## src/rtl/noc_pkg.sv

```systemverilog
// Shared NoC router definitions: port count, flit width, port indices and
// the per-output lock states used by the switch allocator.
package noc_pkg;

  localparam int unsigned PORT_NUM   = 5;
  localparam int unsigned FLIT_WIDTH = 76;
  localparam int unsigned PW         = $clog2(PORT_NUM);

  typedef logic [PW-1:0] port_idx_t;

  typedef enum logic [2:0] {
    LOCAL = 3'd0,
    NORTH = 3'd1,
    EAST  = 3'd2,
    SOUTH = 3'd3,
    WEST  = 3'd4
  } port_id_e;

  typedef enum logic {
    IDLE   = 1'b0,
    LOCKED = 1'b1
  } alloc_state_e;

  // Successor of a port index, wrapping at PORT_NUM.
  function automatic port_idx_t rr_next(input port_idx_t idx);
    return (idx == port_idx_t'(PORT_NUM - 1)) ? '0 : idx + 1'b1;
  endfunction

endpackage

```

## src/rtl/rr_arbiter.sv

```systemverilog
// Combinational round-robin arbiter: first set request bit found scanning
// from i_ptr upward, wrapping modulo PORT_NUM.
module rr_arbiter
  import noc_pkg::*;
(
  input  logic [PORT_NUM-1:0] i_req,
  input  port_idx_t           i_ptr,
  output logic [PORT_NUM-1:0] o_gnt,
  output port_idx_t           o_idx,
  output logic                o_valid
);

  port_idx_t w_j;

  // Priority scan starting at the pointer; the first hit wins.
  always_comb begin
    o_gnt   = '0;
    o_idx   = '0;
    o_valid = 1'b0;
    w_j     = '0;
    for (int unsigned k = 0; k < PORT_NUM; k++) begin
      w_j = port_idx_t'((32'(i_ptr) + k) % PORT_NUM);
      if (!o_valid && i_req[w_j]) begin
        o_valid    = 1'b1;
        o_gnt[w_j] = 1'b1;
        o_idx      = w_j;
      end
    end
  end

endmodule

```

## src/rtl/switch_allocator.sv

```systemverilog
// Per-output wormhole switch allocator. Each output locks onto the input
// that won its head flit until that packet's tail is granted; packets are
// served round-robin and only when a downstream credit is available.
module switch_allocator
  import noc_pkg::*;
(
  input  logic                         clk,
  input  logic                         rst,
  input  logic [PORT_NUM-1:0]          req_valid,
  input  logic [PORT_NUM-1:0][PW-1:0]  req_port,
  input  logic [PORT_NUM-1:0]          req_head,
  input  logic [PORT_NUM-1:0]          req_tail,
  input  logic [PORT_NUM-1:0]          credit_avail,
  output logic [PORT_NUM-1:0]          grant,
  output logic [PORT_NUM-1:0][PW-1:0]  sel,
  output logic [PORT_NUM-1:0]          in_pop
);

  // Row o holds the one-hot input popped by output o (zero when no grant).
  logic [PORT_NUM-1:0][PORT_NUM-1:0] w_pop_mat;

  for (genvar o = 0; o < PORT_NUM; o++) begin : g_out
    alloc_state_e        r_state;
    port_idx_t           r_owner;
    port_idx_t           r_rr_ptr;
    logic [PORT_NUM-1:0] w_elig;
    logic [PORT_NUM-1:0] w_gnt_oh;
    port_idx_t           w_win;
    logic                w_any;
    logic                w_grant;
    logic                w_win_tail;
    logic                w_match;

    // Eligibility: any head flit for this output when idle, only the
    // owner's flits while locked. Out-of-range ports never match.
    always_comb begin
      w_elig  = '0;
      w_match = 1'b0;
      for (int i = 0; i < PORT_NUM; i++) begin
        w_match = req_valid[i] && (req_port[i] == port_idx_t'(o));
        if (r_state == LOCKED) begin
          w_elig[i] = w_match && (port_idx_t'(i) == r_owner);
        end else begin
          w_elig[i] = w_match && req_head[i];
        end
      end
    end

    rr_arbiter u_arb (
      .i_req   (w_elig),
      .i_ptr   (r_rr_ptr),
      .o_gnt   (w_gnt_oh),
      .o_idx   (w_win),
      .o_valid (w_any)
    );

    // Outputs are held quiet while reset is asserted.
    assign w_grant    = rst && w_any && credit_avail[o];
    assign w_win_tail = req_tail[w_win];

    assign grant[o]     = w_grant;
    assign sel[o]       = w_grant ? w_win : '0;
    assign w_pop_mat[o] = w_grant ? w_gnt_oh : '0;

    // Lock FSM, owner and round-robin pointer advance only on a grant.
    always_ff @(posedge clk or negedge rst) begin
      if (!rst) begin
        r_state  <= IDLE;
        r_owner  <= '0;
        r_rr_ptr <= '0;
      end else if (w_grant) begin
        if (w_win_tail) begin
          r_state  <= IDLE;
          r_rr_ptr <= rr_next(w_win);
        end else if (r_state == IDLE) begin
          r_state <= LOCKED;
          r_owner <= w_win;
        end
      end
    end
  end

  // Each input targets one output, so OR-ing the per-output rows is safe.
  always_comb begin
    in_pop = '0;
    for (int o = 0; o < PORT_NUM; o++) begin
      in_pop = in_pop | w_pop_mat[o];
    end
  end

endmodule

```

## config.mk

```make
export PLATFORM = sky130hd
export DESIGN_NAME = switch_allocator
export DESIGN_NICKNAME = d
export VERILOG_FILES = /design/src/rtl/noc_pkg.sv /design/src/rtl/rr_arbiter.sv /design/src/rtl/switch_allocator.sv
export SDC_FILE = /design/constraint.sdc
export NUM_CORES = 1
export LEC_CHECK = 0
export ABC_AREA = 1
export BUFFER_PORTS_ARGS = -buffer_cell sky130_fd_sc_hd__buf_2
export CAP_MARGIN = 20
export CORE_MARGIN = 4
export CORE_UTILIZATION = 60
export CTS_BUF_LIST = sky130_fd_sc_hd__clkbuf_8 sky130_fd_sc_hd__clkbuf_16
export CTS_CLUSTER_SIZE = 28
export DETAILED_ROUTE_END_ITERATION = 6
export PLACE_DENSITY = 0.86
export SLEW_MARGIN = 20
export SYNTH_ARGS = -nofsm -noshare
export SYNTH_HDL_FRONTEND = slang
export SYNTH_HIERARCHICAL = 1
export SYNTH_SLANG_ARGS = --single-unit
```

## constraint.sdc

```tcl
create_clock -name clk -period 5.5 [get_ports clk]
set_input_delay 0.55 -clock clk [delete_from_list [all_inputs] [get_ports clk]]
set_output_delay 0.55 -clock clk [all_outputs]
set_load 0.02 [all_outputs]
```

### After elaboration in Yosys (flattened, before gate mapping)

Index checks and enable logic that the tools add are counted.

* output and inout bits: 25
* latch bits: 0
* input bits: 37
* word-level logic and storage cells: 599
* register bits: 35
* RAM bits: 0
* memories kept: 0
* ROM bits: 0

* reductions and logical operators: 170
* mux-type cells: 230
* shift operators: 0
* magnitude comparators: 55
* equal/unequal tests: 45
* bitwise logic cells: 34
* multipliers: 0
* div/mod/pow operators: 25
* add/subtract/negate cells: 25

Operators by type and width (number)
* 32-bit by 3-bit remainder unit with 32-bit output, second input constant: 20
* 3-bit by 3-bit remainder unit with 32-bit output, second input constant: 5
* 5-bit 2-to-1 mux: 30
* 1-bit logical AND: 130
* 3-bit by 4-bit < comparator with 1-bit output, second input constant: 30
* 5-bit bitwise OR: 24
* 1-bit 2-to-1 mux: 110
* 3-bit 2-to-1 mux: 35
* 1-bit binary-select mux with 3-bit select: 30
* 1-bit demux with 3-bit select: 25
* 3-bit by 1-bit >= comparator with 1-bit output, second input constant: 25
* 3-bit by 2-bit adder with 4-bit output, second input constant: 10
* 2-bit by 3-bit == test with 1-bit output, first input constant: 10
* 3-bit by 2-bit == test with 1-bit output, second input constant: 10
* 3-bit == test, second input constant: 10
* 3-bit zero test: 10
* 3-bit by 1-bit adder with 4-bit output, second input constant: 5
* 3-bit by 3-bit adder with 4-bit output, second input constant: 5
* 1-bit zero test: 20
* 3-bit by 1-bit adder with 3-bit output, second input constant: 5
* 1-bit by 3-bit == test with 1-bit output, first input constant: 5
* 3-bit by 1-bit == test with 1-bit output, second input constant: 5
* 3-bit == test, first input constant: 5
* 3-bit AND reduction: 5
* other kinds (2): 15

### Depth between registers and ports, before layout

Gate-level depths: netlist (run 1).

* depth in word-level cells: 26
* mapped depth: 37
* depth with buffers taken out: 36

### By module

The synthesis (run 1) kept the hierarchy.

Modules (own cells, without submodules)
* rr_arbiter at g_out[0].u_arb ...: sequential area each 0.0 um2, times used 2, cells an instance 303, area each 1687.9 um2
* rr_arbiter at g_out[2].u_arb ...: sequential area each 0.0 um2, times used 2, cells an instance 294, area each 1645.3 um2
* switch_allocator: sequential area each 875.8 um2, times used 1, cells an instance 427, area each 2834.0 um2
* rr_arbiter at g_out[4].u_arb: sequential area each 0.0 um2, times used 1, cells an instance 287, area each 1735.4 um2

### Worst setup path after synthesis (run 1)

OpenSTA, ideal clock, no wires.

* path kind: register to output
* start: register g_out[3].r_rr_ptr[0]
* end: output in_pop[0]
* buffers on the path: 2
* data required time: 4.950 ns
* slack: 0.895 ns
* data arrival time: 4.055 ns
* cell stages (with the launch flop): 29
* path through: dfrtp_1 > buf_4 > inv_1 > ha_1 > inv_1 > ha_1 > nor2_1 > nand3_2 > nand2_1 > nand2_1 > nand2_1 > inv_1 > ha_1 > or2_2 > nand2_2 > nand2_2 > nand2_1 > nand2_1 > nor2_1 > nand3_1 > nand3_2 > nand4_4 > inv_1 > nand2_1 > nand3_1 > inv_1 > buf_4 > a22oi_1 > nand3_1

* cells in the longest elaborated chain, start to end: 21
* elaborated cells on any way between the ends: 71
* those cells by class: 4 x add/sub; 5 x div; 10 x order compare; 31 x mux; 6 x bitwise; 15 x reduce/logical

RTL lines
* start: declaration: RTL line switch_allocator.sv:25 `port_idx_t r_rr_ptr;`
* start signal: assignment: RTL line switch_allocator.sv:74 `r_rr_ptr <= rr_next(w_win);`
* branches (longest 15 deep; another with 32-bit by 3-bit remainder unit with 32-bit output)
* 1-bit 2-to-1 mux *: RTL line rr_arbiter.sv:23 `if (!o_valid && i_req[w_j]) begin`
* via g_out[3].w_any: RTL line switch_allocator.sv:29 `logic w_any;`
* 1-bit logical AND * (2 in a row): RTL line switch_allocator.sv:58 `assign w_grant = rst && w_any && credit_avail[o];`
* via g_out[3].w_grant: RTL line switch_allocator.sv:30 `logic w_grant;`
* 5-bit 2-to-1 mux *: RTL line switch_allocator.sv:63 `assign w_pop_mat[o] = w_grant ? w_gnt_oh : '0;`
* 5-bit bitwise OR * (2 in a row): RTL line switch_allocator.sv:87 `in_pop = in_pop | w_pop_mat[o];`
* end: declaration: RTL line switch_allocator.sv:16 `output logic [PORT_NUM-1:0] in_pop`

Mark *: on every way through the listed nets, which the timed path passes. The select of a mux whose other input is x is not followed.

==> results by group, run 1 <==
Worst setup path
  • Worst path required time: a little under 5 ns
  • Slowest CP cell: dfrtp_2
  • Maximum fanout along the worst path: 7
  • Max incr delay on CP: approximately 0.45 ns
  • Critical path endpoint category: output pin
  • Critical path data arrival time: 4.68 ns
  • Worst Setup Start Kind: flop
  • Most used cell, CP: nand2_1
  • CP Class: flop to output pin

Drt
  • 1st-pass router iterations: 6
  • Initial drt markers: 1003
  • Routed Antenna Nets: 0
  • DRC violations left: 0
  • Post-DR wirelength/cell: around 15 um
  • Vias: about 13000
  • Vias/cell: around 5.7
  • WL final: 33.0 mm

Floorplan
  • # rows: 49
  • Starting Density: about three fifths
  • Die area: 0.0210 mm^2
  • Ports: just over 60
  • Core region area: 0.0182 mm^2
  • Die height: 145 um
  • Die W: around 140 um

Hold path
  • Worst Hold Class: primary input to asynchronous set/reset pin

Yosys
  • Syn Nets: slightly above 2000
  • Synth warn: 6
  • Synth Instances: ~1900
  • Mean Syn Cell Area: 5.89 um^2
  • Post-Syn Area: 0.0112 mm^2
  • Post-synth top flop: dfrtp_1
  • Register bit total from synthesis: 35
  • Post-synth ARST share: between 90% and 100%
  • Sequential-to-total area share from yosys stat: just under 8%
  • Post-synth EDFFs: 0
  • Synth unique cells: 49

Timing
  • FMAX: between 0.15 and 0.2 GHz
  • Fin. Hold Viols: 0
  • Period Utilization, post-route: between 90 and 100%
  • Slew @ Worst Pin: between 1 and 1.5 ns
  • TNS Setup: 0 ns
  • Fin crit period: 5.23 ns
  • Setup slack after layout: around 0.27 ns
  • Final Max Tran Viols: 0
  • Final setup violation count: 0
  • Worst Skew: ~0.0034 ns
  • Hold slack: approximately 0.32 ns
  • Slew HR: between 30% and 40%

Finish
  • Multi-input gate area: approximately 0.009 mm^2
  • Layout Cells excl Fill: around 2200
  • Most frequent cells in the layout: 533 x nand2_1, 246 x nand3_1, 231 x inv_1, 170 x nor2_1, 116 x ha_1
  • NumNets Final: around 2200
  • Commonest non-fill, non-tap cell in the layout: nand2_1
  • # fillers: between 1500 and 2000
  • Layout cells sized above 1: 20.2%
  • Area Overhead vs Synth: 8.76%
  • Register area: just under 900 um^2

Clock tree
  • Root Buffer: clkbuf_16
  • CTS tree: done
  • Clk Latency, worst-skew pair: around 0.28 ns
  • Hold buffers post-CTS: 0
  • CTS H-Tree Depth: 2
  • CTS sink count: 35
  • Clk slew on worst S/H paths: 0.06 ns
  • TritonCTS buffer count: 5
  • CTS Buffer Depth: 2

Placement
  • Gpl congestion: a little over 1
  • Placed cell count: around 2200
  • Post-Place Setup Slack: 0.255 ns
  • IO Port Bufs: slightly above 60
  • DP HPWL: 27.0 mm

GRT
  • Gr usage total: between 30% and 40%
  • Antenna violations before repair: 3
  • Vias in the first global route: around 12000
  • GRT Residual Overflow: 0
  • First-pass GRT wire length: roughly 53 mm
  • Largest net degree at the start of global routing: 28

Status
  • Status: finished clean

Job
  • Max-cap violations: 0
[timing repair]
action                                  4_1_cts  5_1_grt
endpoints found under the setup margin        5       19
resized for setup                             1       28
endpoints found under the hold margin         0        0
setup buffers                                 0       18
pin swaps                                     0        4
[critical path: cells and delay by family, from the launching register on]
| family | cells | cell delay, ns |
|---|---|---|
| flops | 1 | 0.45 |
| simple gates | 20 | 2.49 |
| fa+ha+maj | 3 | 0.63 |
| buf+inv | 6 | 0.82 |
[layout make-up]
| class | count | share of cell area [%] |
|---|---|---|
| tap | 229 | 2.34 |
| antenna | 3 | 0.0614 |
| clock inverter | 3 | 0.133 |
| timing repair buffer | 98 | 4.77 |
| inverter | 290 | 9.13 |
| clock buffer | 5 | 1.02 |
| sequential | 35 | 7.19 |
| multi-input combinational | 1560 | 75.3 |
[logic make-up after synthesis]
kind of cell               Yosys count  share of synthesized area (%)
AOI/OAI and AO/OA                  187                           11.1
xor gates and xnor gates            13                           1.38
adders and majority gates          123                           14.0
and+or+nand+nor                   1237                           54.8
buffers and inverters              313                           10.9
DFF                                 35                           7.80
[stage by stage]
step / utilization, % / cell area, um^2
6_report: 67.1 / 12200
5_1_grt: 67.1 / 12200
4_1_cts: 65.7 / 12000
3_5_place_dp: 65.0 / 11800
3_3_place_gp: 65.0 / 11800
2_1_floorplan: - / 11200
[metal layers]
| metal | global-route usage, % | share of wire (%) |
|---|---|---|
| met1 | 39.8 | 43 |
| met2 | 50.7 | 46 |
| met3 | 4.67 | 7.8 |
| met4 | 10.3 | 3.5 |
| met5 | 0 | 0 |
[final timing paths]
| kind | slack (ns) | cells past startpoint | from | endpoint |
|---|---|---|---|---|
| worst max-delay path | 0.27 | 29 | g_out[2].r_rr_ptr[1] | sel[7] |
| worst min-delay path | 0.32 | 1 | rst | g_out[4].r_rr_ptr[0] |
| worst max register to register | 0.66 | 32 | g_out[2].r_rr_ptr[1] | g_out[2].r_rr_ptr[2] |
| worst min register to register | 0.51 | 2 | g_out[0].r_owner[0] | g_out[0].r_owner[0] |
| max in group asynchronous | 4.49 | 2 | rst | g_out[1].r_owner[0] |
| min in group clk | 0.51 | 2 | g_out[0].r_owner[0] | g_out[0].r_owner[0] |
[cell usage after synthesis (all sizes together) (10+ instances only)]
cell | n | area [um^2]
a22oi | 10 | 75.1
nand4 | 44 | 335
inv | 290 | 1090
nor2 | 213 | 990
ha | 119 | 1490
o21ai | 70 | 407
nor3 | 26 | 135
dfrtp | 35 | 876
a31oi | 13 | 81.3
nand2 | 622 | 2650
xor2 | 13 | 155
buf | 15 | 111
o211ai | 25 | 188
o31ai | 11 | 87.6
a21oi | 44 | 295
nand3b | 20 | 163
nand3 | 296 | 1780
[registers in the layout (all words and copies together), names as in the netlist]
register,count
g_out.r_rr_ptr,15
g_out.r_state,5
g_out.r_owner,15
Power of run 1 is left out: the tool's default activity adds up to more than one toggle a clock period on the data nets, which glitch-free logic cannot reach.
==> run 2, diff against run 1 <==
RECOVER_POWER = 25   (was default)
==> run 2 against run 1 <==
Effect of this change: design area is essentially flat; register-to-register slack about the same; clock-buffer cell count stayed put; final cell count is the same; via count rose by 0.44%; clock skew rose by 0.00072 ns; die area is the same; critical endpoint unchanged; first-iteration DRC count unchanged; worst hold slack worse by 0.0025 ns.
==> results by group, run 2 (synthesized netlist as in run 1, its figures left out) <==
Status
  • Status: finished clean

GRT
  • Vias in the first global route: 11500 (unchanged)
  • Gr usage total: 30.3% (unchanged)
  • Antenna violations before repair: 3 (unchanged)
  • GRT Residual Overflow: 0 (unchanged)
  • Largest net degree at the start of global routing: 28 (unchanged)
  • First-pass GRT wire length: 52.9 mm (unchanged)

Clock tree
  • CTS Buffer Depth: 2 (unchanged)
  • CTS H-Tree Depth: 2 (unchanged)
  • CTS sink count: 35 (unchanged)
  • Clk Latency, worst-skew pair: 0.28 ns (about the same)
  • CTS tree: done
  • Clk slew on worst S/H paths: 0.06 ns (about the same)
  • Root Buffer: clkbuf_16
  • Hold buffers post-CTS: 0 (unchanged)
  • TritonCTS buffer count: 5 (unchanged)

Timing
  • TNS Setup: 0 ns (unchanged)
  • FMAX: 0.191 GHz (-0.17%)
  • Period Utilization, post-route: 95.2% (+0.16 points)
  • Fin. Hold Viols: 0 (unchanged)
  • Fin crit period: 5.24 ns (+0.00902 ns)
  • Slew @ Worst Pin: 1.01 ns (-0.0146 ns)
  • Slew HR: 32.3% (+0.98 points)
  • Setup slack after layout: 0.262 ns (-0.00902 ns)
  • Hold slack: 0.322 ns (-0.00245 ns)
  • Final Max Tran Viols: 0 (unchanged)
  • Final setup violation count: 0 (unchanged)
  • Worst Skew: 0.00409 ns (+0.000719 ns)

Worst setup path
  • Bufs and invs on worst path: 6 (unchanged)
  • Critical path endpoint category: output pin
  • Maximum fanout along the worst path: 7 (unchanged)
  • R2R setup slack: 0.65 ns (about the same)
  • Most used cell, CP: nand2_1
  • Worst path required time: 4.95 ns (about the same)
  • Critical path's top delay family: simple AND/OR/NAND/NOR gates
  • R2R cell count: 32 (unchanged)
  • Worst Setup Start Kind: flop
  • R2R Path Start: g_out[2].r_rr_ptr[1]
  • Slowest CP cell: dfrtp_2
  • CP Class: flop to output pin
  • Critical path data arrival time: 4.69 ns (about the same)
  • Reg-to-Reg End: g_out[2].r_rr_ptr[2]
  • Max incr delay on CP: 0.45 ns (about the same)

Placement
  • Post-Place Setup Slack: 0.255 ns (unchanged)
  • DP HPWL: 27.0 mm (unchanged)
  • IO Port Bufs: 61 (unchanged)
  • Gpl congestion: 1.02 (unchanged)

Drt
  • DRC violations left: 0 (unchanged)
  • Routed Antenna Nets: 0 (unchanged)
  • Vias: 12800 (+0.44%)
  • Post-DR wirelength/cell: 14.9 um (+0.17%)
  • Initial drt markers: 1003 (unchanged)
  • 1st-pass router iterations: 7 (+1)
  • WL final: 33.0 mm (+0.17%)
  • Vias/cell: 5.76 (+0.44%)

Finish
  • Layout cells sized above 1: 20.2% (-0.050 points)
  • Register area: 878 um^2 (unchanged)
  • Area Overhead vs Synth: 8.73% (about the same)
  • Multi-input gate area: 0.00921 mm^2 (unchanged)
  • Biggest regs: g_out.r_owner: 15 flops, g_out.r_rr_ptr: 15 flops, g_out.r_state: 5 flops
  • Most frequent cells in the layout: 533 x nand2_1, 246 x nand3_1, 231 x inv_1, 170 x nor2_1, 116 x ha_1
  • # fillers: 1647 (+0.12%)
  • NumNets Final: 2150 (unchanged)
  • Commonest non-fill, non-tap cell in the layout: nand2_1
  • End-of-flow core utilization: 67.1% (about the same)

Floorplan
  • Core region area: 0.0182 mm^2 (unchanged)
  • Die area: 0.0210 mm^2 (unchanged)
  • Die W: 145 um (unchanged)
  • Starting Density: 61.7% (unchanged)
  • # rows: 49 (unchanged)
  • Die height: 145 um (unchanged)
  • Ports: 62 (unchanged)

Job
  • Max-cap violations: 0 (unchanged)

Hold path
  • Worst Hold Class: primary input to asynchronous set/reset pin
-- run 2: layout make-up --
class / instances / share of cell area (%)
clock buffer: 5 / 1.02
antenna: 3 / 0.0615
sequential: 35 / 7.19
inverter: 290 / 9.14
timing repair buffer: 98 / 4.74
multi-input combinational: 1560 / 75.4
clock inverter: 3 / 0.133
tap: 229 / 2.35
-- run 2: what timing repair did --
action	4_1_cts	5_1_grt
gates resized for setup	1	28
setup buffers	0	18
pin swaps	0	4
setup endpoints to repair	5	19
-- run 2: metal layers --
layer / GRT usage (%) / wire length, um
met5: 0 / 0
met4: 10.3 / 1200
met3: 4.67 / 2610
met2: 50.7 / 15000
met1: 39.8 / 14200
-- run 2: worst max path at each step --
stage / start / to / slack [ns] / depth (start not counted)
floorplan: g_out[3].r_rr_ptr[0] / in_pop[0] / 0.89 / 28
global placement: g_out[4].r_rr_ptr[1] / in_pop[0] / 0.51 / 26
detailed placement: g_out[4].r_rr_ptr[1] / in_pop[0] / 0.25 / 26
CTS: g_out[4].r_rr_ptr[1] / in_pop[0] / 0.04 / 26
global route: g_out[2].r_rr_ptr[1] / sel[7] / -0.05 / 29
finish: g_out[2].r_rr_ptr[1] / sel[7] / 0.26 / 29
-- run 2: through the flow --
step / instance area (um^2) / cells
finish: 12200 / 2223
global route: 12200 / 2223
CTS: 12000 / 2202
detailed placement: 11800 / 2194
global placement: 11800 / 2194
floorplan: 11200 / 1908
Power of run 2 is left out for the same reason.
